==> src/rtl/tdm_pkg.sv <==
// tdm_pkg: state encoding and shared constants for the TDM mux/demux slot logic
package tdm_pkg;
  typedef enum logic {HUNT = 1'b0, LOCKED = 1'b1} state_e;
  localparam int N_DEF     = 4;
  localparam int W_DEF     = 1;
  localparam int ERR_CNT_W = 8;
  localparam int ERR_LIMIT = 3;
endpackage

==> src/rtl/tdm_slot_counter.sv <==
// tdm_slot_counter: SW-bit slot index with increment, load-to-1 and clear; wrap_o flags slot N-1
// Ports: clk, rst_n (async active-low), inc_i, load1_i, clr_i (priority clr > load1 > inc),
//        slot_o current slot, wrap_o high while slot_o == N-1
module tdm_slot_counter import tdm_pkg::*; #(
  parameter int N = N_DEF,
  localparam int SW = $clog2(N)
) (
  input  logic          clk,
  input  logic          rst_n,
  input  logic          inc_i,
  input  logic          load1_i,
  input  logic          clr_i,
  output logic [SW-1:0] slot_o,
  output logic          wrap_o
);
  logic [SW-1:0] slot_q, slot_d;
  // N is a power of two, so the increment wraps N-1 -> 0 on its own
  always_comb slot_d = clr_i ? '0 : load1_i ? SW'(1) : inc_i ? slot_q + SW'(1) : slot_q;
  always_ff @(posedge clk or negedge rst_n)
    if (!rst_n) slot_q <= '0;
    else slot_q <= slot_d;
  assign slot_o = slot_q;
  assign wrap_o = slot_q == SW'(N - 1);
endmodule

==> src/rtl/tdm_demux.sv <==
// tdm_demux: rebuilds N parallel W-bit lanes from a frame_sync-aligned TDM sample stream
// Ports: clk, rst_n (async active-low); din/din_valid/frame_sync serial input;
//        dout last complete frame (lane k at [k*W +: W]), frame_valid 1-cycle update strobe,
//        slot next write index, locked in LOCKED state, sync_err 1-cycle misplaced-sync pulse.
// Option TDM_ERR_CNT_EN: adds err_cnt (saturating sync_err count); the 4th consecutive
//        sync_err without a completed frame in between drops back to HUNT.
module tdm_demux import tdm_pkg::*; #(
  parameter int W = W_DEF,
  parameter int N = N_DEF,
  localparam int SW = $clog2(N)
) (
  input  logic                 clk,
  input  logic                 rst_n,
  input  logic [W-1:0]         din,
  input  logic                 din_valid,
  input  logic                 frame_sync,
  output logic [N*W-1:0]       dout,
  output logic                 frame_valid,
  output logic [SW-1:0]        slot,
  output logic                 locked,
  output logic                 sync_err
`ifdef TDM_ERR_CNT_EN
  ,
  output logic [ERR_CNT_W-1:0] err_cnt
`endif
);
  state_e                state_q, state_d;
  logic [N-1:0][W-1:0]   shadow_q, shadow_d, dout_q, dout_d;
  logic                  fv_q, fv_d, se_q, se_d;
  logic                  inc, ld, clr, wrap, limit_hit;
  tdm_slot_counter #(.N(N)) u_slot (
    .clk     (clk),
    .rst_n   (rst_n),
    .inc_i   (inc),
    .load1_i (ld),
    .clr_i   (clr),
    .slot_o  (slot),
    .wrap_o  (wrap)
  );
  always_comb begin
    state_d  = state_q;
    shadow_d = shadow_q;
    dout_d   = dout_q;
    fv_d     = 1'b0;
    se_d     = 1'b0;
    inc      = 1'b0;
    ld       = 1'b0;
    clr      = 1'b0;
    if (din_valid) begin
      if (state_q == HUNT) begin
        if (frame_sync) begin
          shadow_d[0] = din;
          ld          = 1'b1;
          state_d     = LOCKED;
        end
      end else if (frame_sync && slot != '0) begin
        // misplaced sync: drop the partial frame and restart at slot 0 with this sample
        se_d = 1'b1;
        if (limit_hit) begin
          state_d = HUNT;
          clr     = 1'b1;
        end else begin
          shadow_d[0] = din;
          ld          = 1'b1;
        end
      end else begin
        shadow_d[slot] = din;
        inc            = 1'b1;
        if (wrap) begin
          dout_d = shadow_d;
          fv_d   = 1'b1;
        end
      end
    end
  end
  always_ff @(posedge clk or negedge rst_n)
    if (!rst_n) begin
      state_q  <= HUNT;
      shadow_q <= '0;
      dout_q   <= '0;
      fv_q     <= 1'b0;
      se_q     <= 1'b0;
    end else begin
      state_q  <= state_d;
      shadow_q <= shadow_d;
      dout_q   <= dout_d;
      fv_q     <= fv_d;
      se_q     <= se_d;
    end
`ifdef TDM_ERR_CNT_EN
  localparam int CW = $clog2(ERR_LIMIT + 1);
  logic [CW-1:0]        consec_q, consec_d;
  logic [ERR_CNT_W-1:0] ec_q, ec_d;
  assign limit_hit = consec_q == CW'(ERR_LIMIT);
  // consecutive-error run restarts on any completed frame or on losing lock
  always_comb begin
    consec_d = (fv_d || state_d == HUNT) ? '0 : se_d ? consec_q + CW'(1) : consec_q;
    ec_d     = (se_d && ec_q != '1) ? ec_q + ERR_CNT_W'(1) : ec_q;
  end
  always_ff @(posedge clk or negedge rst_n)
    if (!rst_n) begin
      consec_q <= '0;
      ec_q     <= '0;
    end else begin
      consec_q <= consec_d;
      ec_q     <= ec_d;
    end
  assign err_cnt = ec_q;
`else
  assign limit_hit = 1'b0;
`endif
  assign dout        = dout_q;
  assign frame_valid = fv_q;
  assign locked      = state_q == LOCKED;
  assign sync_err    = se_q;
endmodule

==> config.mk <==
export PLATFORM = sky130hd
export DESIGN_NAME = tdm_demux
export DESIGN_NICKNAME = d
export VERILOG_FILES = /design/src/rtl/tdm_pkg.sv /design/src/rtl/tdm_slot_counter.sv /design/src/rtl/tdm_demux.sv
export SDC_FILE = /design/constraint.sdc
export NUM_CORES = 1
export LEC_CHECK = 0
export ABC_AREA = 0
export BUFFER_PORTS_ARGS = -buffer_cell sky130_fd_sc_hd__buf_2
export CAP_MARGIN = 20
export CORE_MARGIN = 2
export CORE_UTILIZATION = 33
export DETAILED_ROUTE_END_ITERATION = 8
export GPL_TIMING_DRIVEN = 0
export PLACE_DENSITY = 0.6
export SLEW_MARGIN = 10
export SYNTH_ARGS = -nofsm -noshare
export SYNTH_HDL_FRONTEND = slang
export SYNTH_SLANG_ARGS = --single-unit
==> constraint.sdc <==
create_clock -name clk -period 3.1 [get_ports clk]
set_clock_uncertainty 0.15 [all_clocks]
set_input_delay 0.155 -clock clk [delete_from_list [all_inputs] [get_ports clk]]
set_output_delay 0.155 -clock clk [all_outputs]
set_load 0.01 [all_outputs]
==> impl_metrics.toml <==
[global_routing]
grt_max_degree = 13
antenna_found_initial = 0
gr-usage-all-layers_pct = 10.2
gr-total-overflow = 0
grt_pass1_vias = 342
grt_pass1_wl_um = 1440

[setup_path]
crit_required_ns = 3.11
worstSetupStartpoint = "u_slot.slot_o[0]"
arrival_ns = 1.67
r2r_cells = 5
slowest_delay_ns = 0.41
cp-start-kind = "flop"
slowest_stage = "dfrtp_1"
cp-end-kind = "flop"
crit_path_cell_trace = "inv_1 -> ha_1 -> nand2b_4 -> nand4_4 -> mux2_2"
r2r-end = "dout[3]"
critPathMaxFanout = 5
crit_type = "reg -> reg"
worst-r2r-setup-slack_ns = 1.44
r2r_start = "u_slot.slot_o[0]"

[clock_tree]
cts.clk_slew.worst_paths_ns = 0.07
htreeDepth = 1
cts_tree = "yes"
clk_latency_ns = 0.26
clkSinkCount = 12
cts_resized = 0
cts-root-buf = "clkbuf_4"
cts_buffers = 3
clk_path_buf_depth = 2
postCtsSetupRepairBufs = 0

[synthesis]
synth_nets = 51
seq_area_frac_synth_pct = 51.9
synth_warnings = 0
synth_area_um2 = 578
syn_avg_cell_area_um2 = 13.8
post_synth_num_cell_types = 15
netlist_instances = 42
synth-seq-cells = 12

[routing]
wirelength_um = 924
dr.pass1.iters = 4
routedWlPerCell_um = 12.0
drc = 0
via_per_inst = 4.88
via_count = 376
ant_nets = 0
dr.first_iter.drc_count = 1

[run_status]
status = "complete, no violations"

[timing]
rsz0062_at_grt = "no"
max-slew-margin-rel_pct = 80.2
finalCriticalPeriod_ns = 1.66
finalCritPeriodShare_pct = 53.7
fin_setup_tns_ns = 0
hold_violations = 0
worst_pin_slew_ns = 0.297
fmax_ghz = 0.601
setup_viol_count_final = 0
hold_ws_ns = 0.0221
finalMaxSlewViolations = 0

[placement]
hpwl_um = 704
placedInstanceArea_um2 = 664
place_congestion = 0.745
io_buffers = 13
dp.cells = 72

[die]
dieArea_mm2 = 0.00210
dieHeight_um = 45.9
core_mm2 = 0.00169
start_util_pct = 34.2
rows = 15
io_pins = 14
die_w_um = 45.9

[layout]
synthToLayoutAreaGrowth_pct = 22.9
finalNonFillerCells = 77
final_common_cell = "buf_2"
nets = 70
multiInputGateArea_um2 = 267
drive_above_1_share_pct = 48.3
regArea_um2 = 300
fin_area_um2 = 711
n_fill_cell = 158
antenna_cells = 0
final_cell_mix = "13 x buf_2, 12 x dfrtp_1, 10 x mux2_2, 4 x ha_1"

[hold_path]
min_from = "frame_sync"
holdPathEnd = "locked"
whs_path_depth = 2
min_path_type = "in -> reg"

[power_and_ir_drop]
leakage_nw = 0.351
total_power_mw = 0.541
power_density_mw_per_mm2 = 762
irDropWorstVdd_mv = 0.464

[job]
maxCapViolCount = 0
[cell usage after synthesis, drive strengths merged]
cell / n / area [µm²]
nand4: 3 / 33.8
dfrtp: 12 / 300
nor2: 1 / 3.75
a22o: 1 / 8.76
nand2: 1 / 3.75
a21o: 1 / 7.51
a21oi: 1 / 5.00
o21ai: 1 / 5.00
nand2b: 1 / 13.8
mux2i: 1 / 10.0
ha: 4 / 50.1
mux2: 10 / 113
inv: 3 / 11.3
nor2b: 2 / 12.5
[registers in the layout, summed over array words and instances, names as in the netlist]
name           cells
locked             1
frame_valid        1
sync_err           1
dout               4
shadow_q           3
u_slot.slot_o      2
[stage by stage]
| stage | worst slack (ns) | utilization (%) |
|---|---|---|
| global route | 1.37 | 42.1 |
| global placement | 1.46 | 39.3 |
| finish | 1.44 | 42.1 |
| detailed placement | 1.44 | 39.3 |
| floorplan | 1.48 | - |
| CTS | 1.44 | 42.1 |
[worst max-delay path by stage]
| stage | end | slack (ns) |
|---|---|---|
| 6_report | dout[3] | 1.44 |
| 3_5_place_dp | dout[3] | 1.44 |
| 2_1_floorplan | dout[0] | 1.48 |
| 3_3_place_gp | dout[3] | 1.46 |
| 4_1_cts | dout[3] | 1.44 |
| 5_1_grt | dout[1] | 1.37 |
[what timing repair did]
item,4_1_cts,5_1_grt
hold buffers,1,0
endpoints found under the hold margin,12,0
setup endpoints to repair,0,0
[layer usage]
layer	global-route usage, %	vias up	part of all wire, %
met1	12.8	177	52
li1	-	185	-
met2	14.2	12	41
met5	0	-	0
met4	3.43	0	0.65
met3	6.35	2	6.7
[power breakdown]
part,internal [mW],switching [mW]
clock,0.0714,0.0483
combinational,0.104,0.0825
sequential,0.208,0.0270
total,0.383,0.158
[worst max-delay path, delay by kind of cell, from the launching register on]
family	cells	cell delay, ns
adders and majority gates	1	0.24
muxes	1	0.35
and+or+nand+nor	2	0.31
buffers and inverters	1	0.11
DFF	1	0.41
[cell type report]
| cell class | count | area share [%] |
|---|---|---|
| clock buffers | 4 | 5.11 |
| inverters | 3 | 1.58 |
| multi-input cells | 27 | 37.5 |
| flip-flops and latches | 12 | 42.3 |
| well taps | 17 | 2.99 |
| repair buffers | 14 | 10.6 |
[cell families (layout without fill, tap and decap cells)]
family / Yosys count / in the layout / synth area share (%)
AOI/OAI and AO/OA: 4 / 4 / 4.54
and+or+nand+nor: 8 / 8 / 11.7
buffers and inverters: 3 / 21 / 1.95
DFF: 12 / 12 / 51.9
adders and majority gates: 4 / 4 / 8.66
muxes: 11 / 11 / 21.2
Power figures use the tool's default switching activity.
